[src/rtl/keypad_pkg.sv]
`default_nettype none
// ============================================================================
// Module      : keypad_pkg
// Description : Shared types and constants for the 4x4 keypad scanner
//               (scan states, key map, column reset pattern).
// Revision    : 1.0 - initial release
// ============================================================================
package keypad_pkg;

    typedef enum logic [1:0] {
        ST_SCAN     = 2'd0,
        ST_DEBOUNCE = 2'd1,
        ST_HELD     = 2'd2,
        ST_RELEASE  = 2'd3
    } state_t;

    localparam logic [3:0] c_COL_RESET = 4'b1110;

    // Nibble {col,row} holds the hex code; index 0 is the LSB nibble.
    // col0: 1,4,7,0  col1: 2,5,8,F  col2: 3,6,9,E  col3: A,B,C,D
    localparam logic [63:0] c_KEY_MAP = 64'hDCBA_E963_F852_0741;

    function automatic logic [3:0] key_lookup(input logic [1:0] c, input logic [1:0] r);
        logic [5:0] base;
        base = {c, r, 2'b00};
        return c_KEY_MAP[base +: 4];
    endfunction

    // Index of the lowest-numbered zero bit (active-low lines).
    function automatic logic [1:0] low_index(input logic [3:0] v);
        logic [1:0] idx;
        idx = 2'd3;
        for (int i = 3; i >= 0; i--) begin
            if (!v[i]) idx = 2'(i);
        end
        return idx;
    endfunction

endpackage
`default_nettype wire

[src/rtl/keypad_scan_sync2.sv]
`default_nettype none
// ============================================================================
// Module      : sync2
// Description : 4-bit two-flop synchronizer for the keypad row lines,
//               resets to the idle (all ones) level.
// Revision    : 1.0 - initial release
// ============================================================================
module sync2 (
    input  logic       clk,
    input  logic       clr,
    input  logic [3:0] d_i,
    output logic [3:0] q_o
);

    logic [3:0] meta_q;
    logic [3:0] sync_q;

    always_ff @(posedge clk or posedge clr) begin
        if (clr) begin
            meta_q <= 4'hF;
            sync_q <= 4'hF;
        end else begin
            meta_q <= d_i;
            sync_q <= meta_q;
        end
    end

    assign q_o = sync_q;

endmodule
`default_nettype wire

[src/rtl/keypad_scan.sv]
`default_nettype none
// ============================================================================
// Module      : keypad_scan
// Description : 4x4 matrix keypad scanner with debounce; one key_valid pulse
//               per accepted press. Optional auto-repeat: KEYPAD_REPEAT_EN.
// Revision    : 1.0 - initial release
// ============================================================================
module keypad_scan
    import keypad_pkg::*;
#(
    parameter int DEBOUNCE_SCANS = 4,
    parameter int REPEAT_SCANS   = 64
) (
    input  logic       clk,
    input  logic       clr,
    input  logic       tick,
    input  logic [3:0] row,
    output logic [3:0] col,
    output logic [3:0] key_code,
    output logic       key_valid,
    output logic       key_down
);

    if (DEBOUNCE_SCANS < 2 || DEBOUNCE_SCANS > 255 || REPEAT_SCANS < 1) begin : g_param_check
        $error("keypad_scan: parameter out of range");
    end

    localparam logic [7:0] c_DEB_LAST = 8'(DEBOUNCE_SCANS - 1);

    state_t     state_q, state_d;
    logic [3:0] col_q, col_d;
    logic [1:0] hit_row_q, hit_row_d;
    logic [1:0] hit_col_q, hit_col_d;
    logic [7:0] cnt_q, cnt_d;
    logic [3:0] code_q, code_d;
    logic       valid_q, valid_d;
    logic       down_q, down_d;

    logic [3:0] row_s;
    logic [3:0] w_col_next;
    logic [7:0] w_cnt_inc;
    logic       w_hit_high;

`ifdef KEYPAD_REPEAT_EN
    localparam logic [15:0] c_REP_LAST = 16'(REPEAT_SCANS - 1);
    logic [15:0] rep_q, rep_d;
`endif

    sync2 u_sync (
        .clk (clk),
        .clr (clr),
        .d_i (row),
        .q_o (row_s)
    );

    assign w_col_next = {col_q[2:0], col_q[3]};
    assign w_cnt_inc  = (cnt_q == 8'hFF) ? cnt_q : cnt_q + 8'd1;
    assign w_hit_high = row_s[hit_row_q];

    always_comb begin
        state_d   = state_q;
        col_d     = col_q;
        hit_row_d = hit_row_q;
        hit_col_d = hit_col_q;
        cnt_d     = cnt_q;
        code_d    = code_q;
        valid_d   = 1'b0;
        down_d    = down_q;
`ifdef KEYPAD_REPEAT_EN
        rep_d     = (state_q == ST_HELD) ? rep_q : 16'd0;
`endif
        if (tick) begin
            case (state_q)
                ST_SCAN: begin
                    if (&row_s) begin
                        col_d = w_col_next;
                    end else begin
                        hit_row_d = low_index(row_s);
                        hit_col_d = low_index(col_q);
                        cnt_d     = 8'd0;
                        state_d   = ST_DEBOUNCE;
                    end
                end
                ST_DEBOUNCE: begin
                    if (w_hit_high) begin
                        state_d = ST_SCAN;
                        col_d   = w_col_next;
                    end else if (cnt_q == c_DEB_LAST) begin
                        cnt_d   = w_cnt_inc;
                        code_d  = key_lookup(hit_col_q, hit_row_q);
                        valid_d = 1'b1;
                        down_d  = 1'b1;
                        state_d = ST_HELD;
                    end else begin
                        cnt_d = w_cnt_inc;
                    end
                end
                ST_HELD: begin
                    if (w_hit_high) begin
                        cnt_d   = 8'd0;
                        state_d = ST_RELEASE;
`ifdef KEYPAD_REPEAT_EN
                        rep_d   = 16'd0;
                    end else if (rep_q == c_REP_LAST) begin
                        rep_d   = 16'd0;
                        valid_d = 1'b1;
                    end else begin
                        rep_d   = rep_q + 16'd1;
`endif
                    end
                end
                ST_RELEASE: begin
                    if (!w_hit_high) begin
                        state_d = ST_HELD;
                    end else if (cnt_q == c_DEB_LAST) begin
                        cnt_d   = w_cnt_inc;
                        down_d  = 1'b0;
                        state_d = ST_SCAN;
                        col_d   = w_col_next;
                    end else begin
                        cnt_d = w_cnt_inc;
                    end
                end
                default: state_d = ST_SCAN;
            endcase
        end
    end

    always_ff @(posedge clk or posedge clr) begin
        if (clr) begin
            state_q   <= ST_SCAN;
            col_q     <= c_COL_RESET;
            hit_row_q <= 2'd0;
            hit_col_q <= 2'd0;
            cnt_q     <= 8'd0;
            code_q    <= 4'd0;
            valid_q   <= 1'b0;
            down_q    <= 1'b0;
        end else begin
            state_q   <= state_d;
            col_q     <= col_d;
            hit_row_q <= hit_row_d;
            hit_col_q <= hit_col_d;
            cnt_q     <= cnt_d;
            code_q    <= code_d;
            valid_q   <= valid_d;
            down_q    <= down_d;
        end
    end

`ifdef KEYPAD_REPEAT_EN
    always_ff @(posedge clk or posedge clr) begin
        if (clr) begin
            rep_q <= 16'd0;
        end else begin
            rep_q <= rep_d;
        end
    end
`endif

    assign col       = col_q;
    assign key_code  = code_q;
    assign key_valid = valid_q;
    assign key_down  = down_q;

endmodule
`default_nettype wire

[config.mk]
export PLATFORM = sky130hd
export DESIGN_NAME = keypad_scan
export DESIGN_NICKNAME = d
export VERILOG_FILES = /design/src/rtl/keypad_pkg.sv /design/src/rtl/keypad_scan_sync2.sv /design/src/rtl/keypad_scan.sv
export SDC_FILE = /design/constraint.sdc
export NUM_CORES = 1
export LEC_CHECK = 0
export CAP_MARGIN = 20
export CORE_MARGIN = 1
export CORE_UTILIZATION = 62
export CTS_BUF_LIST = sky130_fd_sc_hd__clkbuf_8
export CTS_CLUSTER_SIZE = 20
export DETAILED_ROUTE_END_ITERATION = 10
export PLACE_DENSITY = 0.86
export SLEW_MARGIN = 40
export SYNTH_ARGS = -nofsm -noshare
export SYNTH_HDL_FRONTEND = slang
export SYNTH_SLANG_ARGS = --single-unit
export TNS_END_PERCENT = 1
[constraint.sdc]
create_clock -name clk -period 6 [get_ports clk]
set_clock_uncertainty 0.15 [all_clocks]
set_input_delay 0.6 -clock clk [delete_from_list [all_inputs] [get_ports clk]]
set_output_delay 0.6 -clock clk [all_outputs]
set_load 0.01 [all_outputs]
==> out/results.tsv <==
metric	value	unit
finalHoldViolations	0	
htreeDepth	2	
final_cells	187	
synth_nets	150	
crit_path_start_kind	flop	
p_int	0.4020	mW
post-route-min-period	2.440	ns
relSlewSlack	0.6872	
crit_chain	ha_1 -> nor4b_1 -> nand4_1 -> nor3_2 -> mux2_2	
period_share	0.4067	
seq_power_share	0.450	
firstDrtPassIters	5	
powerDensity	344.2	mW/mm²
post_drt_via_cell_ratio	6.171	
die_h	52.21	µm
cts_hold_buf	0	
synth-async-reset-ratio	1.000	
finalSetupViolations	0	
drt-initial-drc-count	42	
p_sw_frac	0.3602	
post-dp-hpwl	2.104	mm
routedWlPerCell	15.90	µm
synthesis.area	0.001563	mm²
end_kind	flop	
outcome	complete, no violations	
rsz0062_at_grt	false	
start_util	0.6803	
drive_above_1_share	0.2075	
die_w	52.21	µm
crit_arrival	2.47	ns
power.share.clock	0.272	
cts_setup_buffers	0	
tns	0	ns
ys_seq_elements	32	
grt_overflow	0	
portBuffers	16	
p_leak	0.7868	nW
area_delta_synth_final	16.81	%
cts-root-buf	clkbuf_8	
cts_tree	done	
layout_commonest_cell	dfrtp_1	
irDropWorstVdd	0.3653	mV
cp_slowest_stage_delay	0.43	ns
tightest_slew	0.4626	ns
ys_warn_count	0	
cts_sinks	32	
fin_nets	168	
crit_slowest_cell	dfrtp_1	
grt_pass1_wl	4.912	mm
antenna_found_initial	0	
first_global_vias	1094	
cts-resized-gates	0	
synthCells	140	
crit_fanout	6	
finalWirelength	2.974	mm
holdCritPathClass	reg -> reg	
clock_path_buffers	2	
drc	0	
p_switching	0.2263	mW
coreArea	0.002297	mm²
required	6.03	ns
ys_types	42	
fmax	409.8	MHz
ios	17	
numCtsBuffers	5	
dieArea	0.002725	mm²
cap_viol_max_count	0	
combPwrFrac	0.279	
gp_congestion	0.7836	
vias	1154	
clk_latency	0.29	ns
drv_slew	0	
clkTransAtPathRegs	0.07	ns
grt_max_degree	33	
avgSynthCellArea	11.16	µm²
ant_nets	0	
seq_area_frac_synth	0.5212	
synth_ff_type	dfrtp_1	
num_rows	17	
path_class	reg -> reg	
dp_cells	179	
synth-edff-count	0	
num_antenna_cells	0	
layout_common_cells	dfrtp_1, clkdlybuf4s50_1, o21ai_0	
grt_usage	0.2579	
nFillCells	137	
==> power groups by stage <==
stage | Sequential [mW] | Clock, mW | Combinational, mW
after floorplan | 0.262 | 0 | 0.163
after global placement | 0.282 | 0 | 0.163
after detailed placement | 0.285 | 0 | 0.171
after CTS | 0.281 | 0.172 | 0.174
after global routing | 0.287 | 0.182 | 0.196
final | 0.282 | 0.171 | 0.175
==> flip-flops by register name (all words and copies together) (netlist names), 2 cells and up, named ones only <==
name,count
cnt_q,8
col,4
key_code,4
u_sync.meta_q,4
u_sync.q_o,4
hit_col_q,2
hit_row_q,2
==> worst max-delay path: cells and delay by family (launching register included) <==
kind          cells  cell delay (ns)
fa+ha+maj         1             0.25
simple gates      3             1.10
flops             1             0.43
mux               1             0.40
==> synth_stat cells, drive strengths merged (2+ instances only) <==
library cell | n | area, µm²
mux2i | 4 | 40.04
nand2b | 5 | 31.28
inv | 8 | 30.03
ha | 3 | 37.54
nand4 | 3 | 18.77
o31ai | 3 | 22.52
a41oi | 2 | 17.52
or4 | 3 | 22.52
buf | 2 | 15.01
dfstp | 11 | 289.0
mux2 | 8 | 90.09
dfrtp | 21 | 525.5
nor2b | 2 | 12.51
xnor2 | 2 | 36.29
and4 | 3 | 26.28
a21oi | 6 | 30.03
o21ai | 15 | 78.83
nand2 | 11 | 41.29
nor3 | 4 | 25.02
clkbuf | 4 | 15.01
nand3 | 2 | 10.01
nor2 | 2 | 7.510
==> metal layers <==
layer,up-vias,GRT usage,part of all wire
met2,53,0.4038,0.50
li1,549,-,-
met4,0,0.1053,0.0081
met1,550,0.3218,0.42
met3,2,0.09565,0.073
met5,-,0,0
==> worst paths after layout <==
kind / start / to / slack [ns] / depth (start not counted)
worst max register to register: cnt_q[0]$_DFFE_PP0P_ / key_code[1]$_DFFE_PP0P_ / 3.56 / 5
worst max-delay path: cnt_q[0]$_DFFE_PP0P_ / key_code[1]$_DFFE_PP0P_ / 3.56 / 5
worst min-delay path: u_sync.meta_q[0]$_DFF_PP1_ / u_sync.q_o[0]$_DFF_PP1_ / 0.21 / 0
worst min register to register: u_sync.meta_q[0]$_DFF_PP1_ / u_sync.q_o[0]$_DFF_PP1_ / 0.21 / 0
max in group asynchronous: clr / col[1]$_DFFE_PP1P_ / 4.86 / 3
min in group asynchronous: clr / hit_col_q[0]$_DFFE_PP0P_ / 0.53 / 3
==> through the flow <==
stage | hold WS [ns] | setup slack [ns] | utilization | power [mW] | area (µm²)
after floorplan | 0.1952 | 3.944 | - | 0.4253 | 1563
after global placement | 0.1955 | 3.590 | 0.7554 | 0.4448 | 1735
after detailed placement | 0.1972 | 3.487 | 0.7554 | 0.4557 | 1735
after CTS | 0.2076 | 3.630 | 0.7947 | 0.6275 | 1826
after global routing | 0.2085 | 3.419 | 0.7947 | 0.6657 | 1826
final | 0.2065 | 3.560 | 0.7947 | 0.6283 | 1826
==> cell families (layout without fill, tap and decap cells) <==
kind of cell	after synthesis	after routing	synth area share
xor gates and xnor gates	2	2	0.02322
DFF	32	32	0.5212
adders and majority gates	4	4	0.03043
AOI/OAI and AO/OA	35	35	0.1417
muxes	13	13	0.09768
buffers and inverters	14	33	0.03843
and+or+nand+nor	40	40	0.1473
==> layout make-up <==
class                   instances  area (µm²)  area share
multi-input cells              94       688.2      0.3770
well taps                      28       35.03     0.01919
repair buffers                 17       167.7     0.09184
flip-flops and latches         32       814.5      0.4462
inverters                       8       30.03     0.01645
clock inverters                 3       21.27     0.01165
clock buffers                   5       68.82     0.03770
Note: power is estimated with default switching activity, not from simulation.
